==> config.mk <==
export PLATFORM = sky130hd
export DESIGN_NAME = uart_rx_cmd_dispatch
export DESIGN_NICKNAME = d
export VERILOG_FILES = /design/src/rtl/uart_rx_cmd_dispatch.sv
export SDC_FILE = /design/constraint.sdc
export NUM_CORES = 1
export LEC_CHECK = 0
export ABC_AREA = 1
export ABC_CLOCK_PERIOD_IN_PS = 8400
export CORE_MARGIN = 2
export CORE_UTILIZATION = 56
export CTS_CLUSTER_SIZE = 10
export DETAILED_ROUTE_END_ITERATION = 10
export GPL_TIMING_DRIVEN = 1
export PLACE_DENSITY = 0.84
export SYNTH_ARGS = -nofsm -noshare
export SYNTH_HDL_FRONTEND = slang
export SYNTH_SLANG_ARGS = --single-unit
==> constraint.sdc <==
create_clock -name CLK -period 8.4 [get_ports CLK]
set_clock_uncertainty 0.2 [all_clocks]
set_input_delay 1.26 -clock CLK [delete_from_list [all_inputs] [get_ports CLK]]
set_output_delay 1.26 -clock CLK [all_outputs]
set_load 0.1 [all_outputs]
==> src/rtl/uart_rx_cmd_dispatch.sv <==
// uart_rx_cmd_dispatch
// Buffers CRC-validated UART frames in a small FIFO, decodes the target
// channel from the opt byte and offers each frame to its consumer over a
// shared valid/ready bus. Malformed frames are rejected; FIFO overflow and
// offer timeouts drop frames. Every error is counted in a saturating counter.
// Optional broadcast support: define UART_DISPATCH_BCAST_EN.
module uart_rx_cmd_dispatch #(
  parameter int unsigned BYTE_SIZE      = 8,
  parameter int unsigned DATA_SIZE      = 64,
  parameter int unsigned NUM_CH         = 4,
  parameter int unsigned FIFO_DEPTH     = 2,
  parameter int unsigned TIMEOUT_CYCLES = 1023
) (
  input  logic                 CLK,
  input  logic                 RST_N,
  input  logic [BYTE_SIZE-1:0] i_opt,
  input  logic [BYTE_SIZE-1:0] i_len,
  input  logic [DATA_SIZE-1:0] i_data,
  input  logic                 i_valid,
  input  logic [NUM_CH-1:0]    i_ch_ready,
  output logic [NUM_CH-1:0]    o_ch_valid,
  output logic [BYTE_SIZE-1:0] o_opt,
  output logic [BYTE_SIZE-1:0] o_len,
  output logic [DATA_SIZE-1:0] o_data,
  output logic                 o_busy,
  output logic                 o_overflow,
  output logic                 o_err,
  output logic                 o_timeout,
  output logic [7:0]           o_drop_cnt,
  output logic [7:0]           o_err_cnt
);

  localparam int unsigned CH_W    = $clog2(NUM_CH);
  localparam int unsigned PTR_W   = $clog2(FIFO_DEPTH);
  localparam int unsigned CNT_W   = PTR_W + 1;
  localparam int unsigned ENT_W   = 2 * BYTE_SIZE + DATA_SIZE;
  localparam int unsigned MAX_LEN = DATA_SIZE / BYTE_SIZE;
  localparam int unsigned TO_W    = (TIMEOUT_CYCLES > 0) ? $clog2(TIMEOUT_CYCLES + 1) : 1;

  typedef enum logic [1:0] {
    ST_IDLE  = 2'd0,
    ST_LOAD  = 2'd1,
    ST_OFFER = 2'd2
  } state_t;

  state_t               r_state;
  logic [ENT_W-1:0]     r_mem [FIFO_DEPTH];
  logic [PTR_W-1:0]     r_wptr;
  logic [PTR_W-1:0]     r_rptr;
  logic [CNT_W-1:0]     r_count;
  logic [TO_W-1:0]      r_tcnt;
  logic [NUM_CH-1:0]    r_ch_valid;
  logic [BYTE_SIZE-1:0] r_opt;
  logic [BYTE_SIZE-1:0] r_len;
  logic [DATA_SIZE-1:0] r_data;
  logic                 r_ovf;
  logic                 r_err;
  logic                 r_timeout;
  logic [7:0]           r_drop_cnt;
  logic [7:0]           r_err_cnt;

  logic                 w_full;
  logic                 w_empty;
  logic                 w_push;
  logic                 w_pop;
  logic                 w_ovf;
  logic [ENT_W-1:0]     w_head;
  logic [BYTE_SIZE-1:0] w_h_opt;
  logic [BYTE_SIZE-1:0] w_h_len;
  logic [DATA_SIZE-1:0] w_h_data;
  logic [NUM_CH-1:0]    w_onehot;
  logic [NUM_CH-1:0]    w_mask;
  logic [NUM_CH-1:0]    w_rem;
  logic                 w_len_bad;
  logic                 w_malformed;
  logic                 w_load_bad;
  logic                 w_done;
  logic                 w_to_hit;
  logic [TO_W-1:0]      w_tcnt_nxt;
  logic [8:0]           w_drop_sum;

  // FIFO status and head-entry decode
  assign w_full    = (r_count == CNT_W'(FIFO_DEPTH));
  assign w_empty   = (r_count == '0);
  assign w_head    = r_mem[r_rptr];
  assign {w_h_opt, w_h_len, w_h_data} = w_head;
  assign w_onehot  = NUM_CH'(1) << w_h_opt[CH_W-1:0];
  assign w_len_bad = (w_h_len == '0) || (w_h_len > BYTE_SIZE'(MAX_LEN));

`ifdef UART_DISPATCH_BCAST_EN
  assign w_mask      = w_h_opt[BYTE_SIZE-1] ? '1 : w_onehot;
  assign w_malformed = w_len_bad;
`else
  assign w_mask      = w_onehot;
  assign w_malformed = w_len_bad || w_h_opt[BYTE_SIZE-1];
`endif

  // r_ch_valid holds mask & ~accepted directly, so the channels still owed
  // after this cycle are the valid bits whose ready is low.
  assign w_rem      = r_ch_valid & ~i_ch_ready;
  assign w_load_bad = (r_state == ST_LOAD) && w_malformed;
  assign w_done     = (r_state == ST_OFFER) && (w_rem == '0);
  assign w_tcnt_nxt = r_tcnt + TO_W'(1);
  // Fires on the edge where the counter would reach TIMEOUT_CYCLES, so a
  // frame is offered for exactly TIMEOUT_CYCLES cycles before being dropped.
  assign w_to_hit   = (TIMEOUT_CYCLES != 0) && (r_state == ST_OFFER) && !w_done &&
                      (w_tcnt_nxt == TO_W'(TIMEOUT_CYCLES));
  assign w_pop      = w_load_bad || w_done || w_to_hit;
  assign w_push     = i_valid && (!w_full || w_pop);
  assign w_ovf      = i_valid && !w_push;
  assign w_drop_sum = 9'(r_drop_cnt) + 9'(w_ovf) + 9'(w_to_hit);

  // Frame storage; occupancy lives in r_count so no reset needed here
  always_ff @(posedge CLK) begin
    if (w_push) r_mem[r_wptr] <= {i_opt, i_len, i_data};
  end

  // FIFO pointers and occupancy count
  always_ff @(posedge CLK or negedge RST_N) begin
    if (!RST_N) begin
      r_wptr  <= '0;
      r_rptr  <= '0;
      r_count <= '0;
    end else begin
      if (w_push) r_wptr <= r_wptr + PTR_W'(1);
      if (w_pop)  r_rptr <= r_rptr + PTR_W'(1);
      case ({w_push, w_pop})
        2'b10:   r_count <= r_count + CNT_W'(1);
        2'b01:   r_count <= r_count - CNT_W'(1);
        default: ;
      endcase
    end
  end

  // Dispatch FSM with registered output bus and event pulses
  always_ff @(posedge CLK or negedge RST_N) begin
    if (!RST_N) begin
      r_state    <= ST_IDLE;
      r_ch_valid <= '0;
      r_opt      <= '0;
      r_len      <= '0;
      r_data     <= '0;
      r_tcnt     <= '0;
      r_err      <= 1'b0;
      r_timeout  <= 1'b0;
    end else begin
      r_err     <= 1'b0;
      r_timeout <= 1'b0;
      case (r_state)
        ST_IDLE: begin
          if (!w_empty) r_state <= ST_LOAD;
        end
        ST_LOAD: begin
          r_opt  <= w_h_opt;
          r_len  <= w_h_len;
          r_data <= w_h_data;
          r_tcnt <= '0;
          if (w_malformed) begin
            r_err   <= 1'b1;
            r_state <= ST_IDLE;
          end else begin
            r_ch_valid <= w_mask;
            r_state    <= ST_OFFER;
          end
        end
        ST_OFFER: begin
          if (w_done) begin
            r_ch_valid <= '0;
            r_tcnt     <= '0;
            r_state    <= ST_IDLE;
          end else if (w_to_hit) begin
            r_ch_valid <= '0;
            r_tcnt     <= '0;
            r_timeout  <= 1'b1;
            r_state    <= ST_IDLE;
          end else begin
            r_ch_valid <= w_rem;
            r_tcnt     <= w_tcnt_nxt;
          end
        end
        default: r_state <= ST_IDLE;
      endcase
    end
  end

  // Overflow pulse and saturating error/drop counters
  always_ff @(posedge CLK or negedge RST_N) begin
    if (!RST_N) begin
      r_ovf      <= 1'b0;
      r_drop_cnt <= '0;
      r_err_cnt  <= '0;
    end else begin
      r_ovf      <= w_ovf;
      r_drop_cnt <= (w_drop_sum > 9'd255) ? 8'hFF : w_drop_sum[7:0];
      if (w_load_bad && (r_err_cnt != '1)) r_err_cnt <= r_err_cnt + 8'd1;
    end
  end

  assign o_ch_valid = r_ch_valid;
  assign o_opt      = r_opt;
  assign o_len      = r_len;
  assign o_data     = r_data;
  assign o_busy     = !w_empty || (r_state != ST_IDLE);
  assign o_overflow = r_ovf;
  assign o_err      = r_err;
  assign o_timeout  = r_timeout;
  assign o_drop_cnt = r_drop_cnt;
  assign o_err_cnt  = r_err_cnt;

endmodule

==> results.cfg, run 1 <==
[status]
status = completed

[final_layout]
final-seq-area_um2 = 7784
syn_to_final_growth_pct = 28.61
fillers = 1240
nets = 1180
diodes = 0
multiInputGateArea_um2 = 2541
drive_gt1_share_pct = 6.498

[clock_network]
cts.repair.resized = 0
cts_tree = yes
clk_path_buf_depth = 3
clock_latency_ps = 500
postCtsSetupBuffers = 0
clock_sinks = 279
cts_root_buf = clkbuf_16
htree_levels = 2
cts_buffers = 34
clkTransAtPathRegs_ps = 50
cts_hold_buf = 0

[drt]
drt_first_pass_iters = 5
first_iter_violations = 465
routed-via-count = 7128
drc = 0
wl_um = 22970
wire_per_inst_um = 17.12
antenna_left = 0
viasPerCell = 5.311

[timing]
fmax_mhz = 243.3
worstMarginPinSlew_ps = 1058
slew_headroom_pct = 29.23
rsz0062_at_grt = no
setup_viol = 0
min_period_ps = 4109
maxSlewViolCount = 0
hold_viol = 0
tns_ps = 0
finalCritPeriodShare_pct = 48.92

[synthesis]
ys.flop_type = edfxtp_1
yosysSeqAreaShare_pct = 72.77
syn-num-nets = 986
synth.distinct_cells = 37
synth_edf_count = 160
avgSynthCellArea_um2 = 12.02
syn_area_um2 = 10700
synthCells = 890
synthArstFlopShare_pct = 42.65
ys_warn_count = 0
ys_seq_elements = 279

[grt]
grt_pass1_vias = 7047
antenna_found_initial = 2
grt_remaining_overflow = 0
grt_use_total_pct = 23.09
grt_pass1_wl_um = 36150
grt_max_degree = 86

[worst_setup_path]
criticalPathCategory = input port to flip-flop
cp_max_fo = 57
cp.arrival_ps = 4030
cp-start-kind = input port
endpoint_kind = flip-flop
critPathRequiredTime_ps = 8320

[place]
dp_hpwl_um = 14270
place.gp.congestion = 0.8117
io_buffers = 190

[die]
initial_utilization_pct = 57.18
fp-row-count = 50
io_pins = 191
coreArea_um2 = 18710
fp.dieW_um = 142.2
dieArea_um2 = 20220
fp.dieH_um = 142.2

[worst_hold_path]
hold_path.class = flip-flop to flip-flop

[job]
maxCapViolCount = 0
## stage by stage
stage	util (%)	instance area (um2)	std cells	hold WS (ps)	worst slack (ps)
2_1_floorplan	-	10700	890	241.9	2217
3_3_place_gp	68.29	12770	1282	252.8	3802
3_5_place_dp	68.29	12770	1282	270.3	3756
4_1_cts	73.54	13760	1342	282.1	4267
5_1_grt	73.54	13760	1342	298.4	3944
6_report	73.54	13760	1342	276.4	4291
## per-layer routing
layer / up-vias / track usage (%) / share of wire [%]
li1: 3422 / - / -
met1: 3436 / 30.40 / 40
met2: 222 / 38.67 / 50
met3: 44 / 5.518 / 7.6
met4: 4 / 6.789 / 2.1
met5: - / 0 / 0.091
## critical path: stages
cell and delay, ps:
clkdlybuf4s50_1 400, inv_1 70, nand2_1 50, nand4_1 170, nand2_1 70, nor2_1 180, nand3_4 170, nand3_1 160
nand2_1 130, nor2_4 580, buf_4 730
## cells in the final DEF (no fill, tap or decap), types with 23 or more instances in the layout
cell | netlist | layout
clkbuf_1 | 30 | 23
edfxtp_1 | 160 | 160
nand2_1 | 170 | 170
o21ai_0 | 154 | 154
nand3_1 | 23 | 23
dfrtp_1 | 119 | 118
clkdlybuf4s50_1 | 0 | 189
nor2_1 | 95 | 94
clkbuf_16 | 0 | 34
inv_1 | 50 | 49
## layout make-up
| class | instances | share of cell area (%) |
|---|---|---|
| Clock inverter | 3 | 0.3275 |
| Timing Repair Buffer | 197 | 14.22 |
| Clock buffer | 57 | 6.813 |
| Tap cell | 234 | 2.128 |
| Sequential cell | 279 | 56.59 |
| Inverter | 53 | 1.455 |
| Multi-Input combinational cell | 519 | 18.47 |
## cell families after synthesis
logic type	Yosys count	share of synthesized area, %
and+or+nand+nor	319	12.63
DFF	279	72.77
AOI/OAI and AO/OA	175	8.376
buffers and inverters	92	3.568
xor gates and xnor gates	15	1.439
adders and majority gates	9	1.123
muxes	1	0.09359
## registers in the layout, summed over array words and instances (netlist names), 4 cells and up
signal	count
o_ch_valid	4
o_data	64
o_drop_cnt	8
o_err_cnt	8
o_len	8
o_opt	8
r_mem	160
r_tcnt	10
## synthesized netlist by cell type, types with 2 or more instances
library cell / number / share of area (%)
a21oi_1: 5 / 0.23
buf_1: 2 / 0.070
buf_2: 2 / 0.094
buf_6: 4 / 0.42
clkbuf_1: 30 / 1.1
dfrtp_1: 119 / 28
edfxtp_1: 160 / 45
ha_1: 8 / 0.94
inv_1: 50 / 1.8
inv_2: 3 / 0.11
nand2_1: 170 / 6.0
nand3_1: 23 / 1.1
nand3_2: 3 / 0.28
nand3b_1: 2 / 0.14
nand4_1: 10 / 0.58
nor2_1: 95 / 3.3
nor2_2: 4 / 0.23
nor2_4: 2 / 0.21
nor3_1: 3 / 0.14
o21ai_0: 154 / 7.2
o21ai_1: 5 / 0.23
o22ai_1: 7 / 0.41
or2_2: 3 / 0.18
xnor2_1: 4 / 0.33
xor2_1: 8 / 0.66
xor2_2: 3 / 0.46
## final timing paths
kind / end / slack (ps) / startpoint / cells past startpoint
worst min-delay path: r_wptr / 280 / r_wptr / 2
min in group asynchronous: r_tcnt[4] / 540 / RST_N / 1
worst min register to register: r_wptr / 280 / r_wptr / 2
worst max register to register: o_drop_cnt[4] / 4400 / r_rptr / 18
worst max-delay path: r_mem[1][57] / 4290 / i_ch_ready[1] / 11
max in group asynchronous: r_rptr / 6240 / RST_N / 2
Power of run 1 is not shown: default switching activity piles up to over one toggle a cycle in this logic, so the estimate is an artifact.
==> run 2, diff against run 1 <==
Settings changed: ABC_CLOCK_PERIOD_IN_PS 8400 to 4030, CORE_UTILIZATION 56 to 52, PLACE_DENSITY 0.84 to 0.79.
Clock period 8.4 ns to 4.03 ns, I/O delays scaled along.
==> results.cfg, run 2 (same netlist as run 1, synthesis figures left out) <==
[final_layout]
final_common_cell = clkdlybuf4s50_1
nets = 1184
regMostFlops = r_mem
finalInstanceArea_um2 = 13890
largest_reg_flops = 160
drive_gt1_share_pct = 6.757
syn_to_final_growth_pct = 29.88
mostFrequentLayoutCells = clkdlybuf4s50_1, nand2_1, edfxtp_1, o21ai_0, dfrtp_1
fin_util_pct = 68.65
fillers = 1456

[timing]
slew_headroom_pct = 29.26
finalCritPeriodShare_pct = 84.66
finalHoldWorstSlack_ps = 280.7
rsz0062_at_grt = no
worstMarginPinSlew_ps = 1058
setup_viol = 0
hold_viol = 0
tns_ps = 0
min_period_ps = 3412
fmax_mhz = 293.1
maxSlewViolCount = 0

[die]
fp.dieH_um = 147.4
fp.dieW_um = 147.4
fp-row-count = 52
dieArea_um2 = 21730
io_pins = 191
initial_utilization_pct = 52.86
coreArea_um2 = 20230

[place]
placed_area_um2 = 12900
io_buffers = 190
dp_hpwl_um = 14400
place.gp.congestion = 0.7932

[worst_setup_path]
cp_common_cell = nand2_1
cp_cell_sequence = inv_2 -> nand2_1 -> nand2_1 -> nand3_2 -> nor2_2 -> nand3_2 -> a21oi_2 -> nand4_1 -> fa_1 -> inv_1 -> ha_1 -> nand2_1 -> inv_1 -> nand2_1 -> nor2_1 -> nand4_1 -> o21ai_0
cp_max_fo = 24
crit_buf_inv = 3
critPathRequiredTime_ps = 4230
r2r_cells = 17
path_depth = 17
crit_family = simple AND/OR/NAND/NOR gates
reg2reg_slack_ps = 620
cp-start-kind = flip-flop
cp.arrival_ps = 3610
criticalPathCategory = flip-flop to flip-flop
cpPeakStageDelay_ps = 420
crit_slowest_cell = dfrtp_2
endpoint_kind = flip-flop

[worst_hold_path]
holdPathStages = 2
hold_path.class = flip-flop to flip-flop

[grt]
grt.busiest_layer = met2
grt_use_total_pct = 21.83
grt_remaining_overflow = 0
grt_max_degree = 90
grt_use_met1_pct = 28.05
grt_pass1_vias = 7310
use_met2_pct = 36.54
met3_usage_pct = 5.278
grt_pass1_wl_um = 37070
antenna_found_initial = 3

[clock_network]
cts.repair.resized = 0
clock_latency_ps = 500
cts_tree = yes
cts_buffers = 34
cts_root_buf = clkbuf_16
htree_levels = 2
clock_sinks = 279
clkTransAtPathRegs_ps = 60
clk_path_buf_depth = 3

[drt]
drc = 0
first_iter_violations = 513
wire_per_inst_um = 16.75
routed-via-count = 7152
wl_um = 23160
drt_first_pass_iters = 5
viasPerCell = 5.171
antenna_left = 0

[status]
status = completed

[job]
maxCapViolCount = 0
==> run 2: cell type report <==
class	count	area [um2]	share of cell area [%]
Timing Repair Buffer	201	2047	14.74
Clock inverter	2	17.52	0.1261
Clock buffer	56	954.7	6.873
Sequential cell	279	7784	56.04
Multi-Input combinational cell	519	2541	18.29
Inverter	53	201.4	1.450
Tap cell	270	337.8	2.432
Antenna cell	3	7.507	0.05404
==> run 2: timing repair <==
action / in CTS / in global routing
endpoints found under the hold margin: 48 / 0
setup buffers: 0 / 0
hold buffers: 1 / 0
==> run 2: final timing paths <==
kind,from,end
min in group asynchronous,RST_N,o_ch_valid[1]
max in group asynchronous,RST_N,r_rptr
worst max register to register,r_rptr,o_drop_cnt[4]
worst max-delay path,r_rptr,o_drop_cnt[4]
worst min register to register,o_len[4],o_len[4]
worst min-delay path,o_len[4],o_len[4]
==> run 2: worst register-to-register path, cell delays in order (launching register included) <==
cell and delay, ps:
dfrtp_2 420, inv_2 340, nand2_1 110, nand2_1 110, nand3_2 80, nor2_2 100, nand3_2 120, a21oi_2 180
nand4_1 160, fa_1 400, inv_1 90, ha_1 170, nand2_1 60, inv_1 70, nand2_1 70, nor2_1 170
nand4_1 300, o21ai_0 190
==> run 2: stage by stage <==
step                      setup slack (ps)  cells
after floorplan                      20.84    890
after global placement               584.4   1321
after detailed placement             469.8   1321
after CTS                            615.9   1380
after global routing                 248.5   1380
final                                618.2   1383
==> run 2: routing by layer <==
layer  share of wire (%)  vias up
met2                  49      235
met5                   0        -
met3                 7.2       47
li1                    -     3432
met1                  41     3438
met4                 2.8        0
Power of run 2 is left out for the same reason.
==> run 3, diff against run 2 <==
Settings changed: ABC_CLOCK_PERIOD_IN_PS 4030 to 3300.
Clock period 4.03 ns to 3.3 ns, I/O delays scaled along.
==> results.cfg, run 3 (same netlist as run 1, synthesis figures left out) <==
[timing]
slew_headroom_pct = 36.05
min_period_ps = 3075
rsz0062_at_grt = no
hold_viol = 0
finalCritPeriodShare_pct = 93.17
worstMarginPinSlew_ps = 959.2
fmax_mhz = 325.2
setup_viol = 0
maxSlewViolCount = 0

[grt]
grt_pass1_wl_um = 36670
antenna_found_initial = 3
grt_use_total_pct = 21.69
grt_pass1_vias = 7195
grt_remaining_overflow = 0
grt_max_degree = 86

[worst_setup_path]
cp-start-kind = flip-flop
critPathLaunch = r_rptr
criticalPathCategory = flip-flop to flip-flop
r2r_cells = 17
reg2reg_slack_ps = 230
timing.rr.start = r_rptr
critPathRequiredTime_ps = 3500
cp_max_fo = 8
cp.arrival_ps = 3280
endpoint_kind = flip-flop

[drt]
drt_first_pass_iters = 5
m1WireLength_um = 9500
wl_met3_um = 1636
wire_per_inst_um = 16.96
viasPerCell = 5.229
wl_um = 23650
antenna_left = 0
routed-via-count = 7294
first_iter_violations = 462
met2_wirelength_um = 11790
highest_layer = met5
drc = 0

[clock_network]
cts_root_buf = clkbuf_16
clock_latency_ps = 490
clk_path_buf_depth = 3
cts_tree = yes
htree_levels = 2
clock_sinks = 279
cts_buffers = 34
clkTransAtPathRegs_ps = 50

[die]
io_pins = 191
fp.dieH_um = 147.4
fp-row-count = 52
fp.dieW_um = 147.4
dieArea_um2 = 21730
initial_utilization_pct = 52.86
coreArea_um2 = 20230

[final_layout]
syn_to_final_growth_pct = 28.38
nets = 1196
stdcell_count = 1395
mostFrequentLayoutCells = nand2_1, edfxtp_1, o21ai_0, buf_4, dfrtp_1
multiInputGateArea_um2 = 2554
final-seq-area_um2 = 7799
largest_reg_flops = 160
final_common_cell = nand2_1
fillers = 1446
regMostFlops = r_mem
drive_gt1_share_pct = 17.72

[worst_hold_path]
holdPathStages = 2
hold_path.class = flip-flop to flip-flop
worstHoldStart = r_wptr

[place]
io_buffers = 190
dp_hpwl_um = 14650
placedCellCount = 1328
place.gp.congestion = 0.8178

[job]
maxCapViolCount = 0

[status]
status = completed
-- run 3: cell count changes in the layout (fill, tap and decap cells not counted), moves of 4 or more --
cell	previous run	this run
dfrtp_4	0	4
dfrtp_1	118	114
clkdlybuf4s50_1	189	85
buf_4	6	121
-- run 3: critical path, cell delays in order, from the launching register on --
cell,delay (ps)
dfrtp_2,450
buf_4,160
o21ai_2,160
nand2_1,80
nor2_2,110
nand3_2,120
a21oi_2,210
nand4_1,150
fa_1,390
inv_1,90
ha_1,160
nand2_1,50
inv_1,60
nand2_1,70
nor2_2,150
nand4_1,110
buf_4,170
o21ai_0,70
-- run 3: final timing paths --
kind / endpoint
worst max-delay path: o_drop_cnt[4]
worst min-delay path: r_wptr
worst max register to register: o_drop_cnt[4]
worst min register to register: r_wptr
max in group asynchronous: o_data[60]
min in group asynchronous: r_tcnt[5]
-- run 3: cell type report --
cell class | instances | share of cell area, %
Sequential cell | 279 | 56.80
Clock inverter | 2 | 0.1276
Antenna cell | 2 | 0.03645
Tap cell | 270 | 2.460
Inverter | 53 | 1.476
Timing Repair Buffer | 213 | 13.52
Multi-Input combinational cell | 519 | 18.60
Clock buffer | 57 | 6.980
-- run 3: what timing repair did --
item                                    4_1_cts  5_1_grt
buffers inserted                              0        5
hold buffers                                  1        0
gates resized for setup                       0        5
endpoints found under the setup margin        0        8
endpoints found under the hold margin        50        0
-- run 3: metal layers --
layer / GRT usage [%] / up-vias
li1: - / 3451
met1: 27.86 / 3536
met4: 7.548 / 2
met5: 0 / -
met3: 5.000 / 53
met2: 36.71 / 252
-- run 3: stage by stage --
step / setup WS (ps) / utilization [%] / hold slack (ps) / instance area (um2) / setup TNS [ps]
after floorplan: 8.645 / - / -0.5910 / 10720 / 0
after global placement: -15.86 / 62.72 / 256.8 / 12690 / -28.79
after detailed placement: -110.1 / 62.72 / 259.0 / 12690 / -510.9
after CTS: 45.28 / 67.59 / 272.1 / 13680 / 0
after global routing: 0.07749 / 67.83 / 304.4 / 13730 / 0
final: 225.4 / 67.86 / 270.7 / 13730 / 0
Power of run 3 is left out for the same reason.
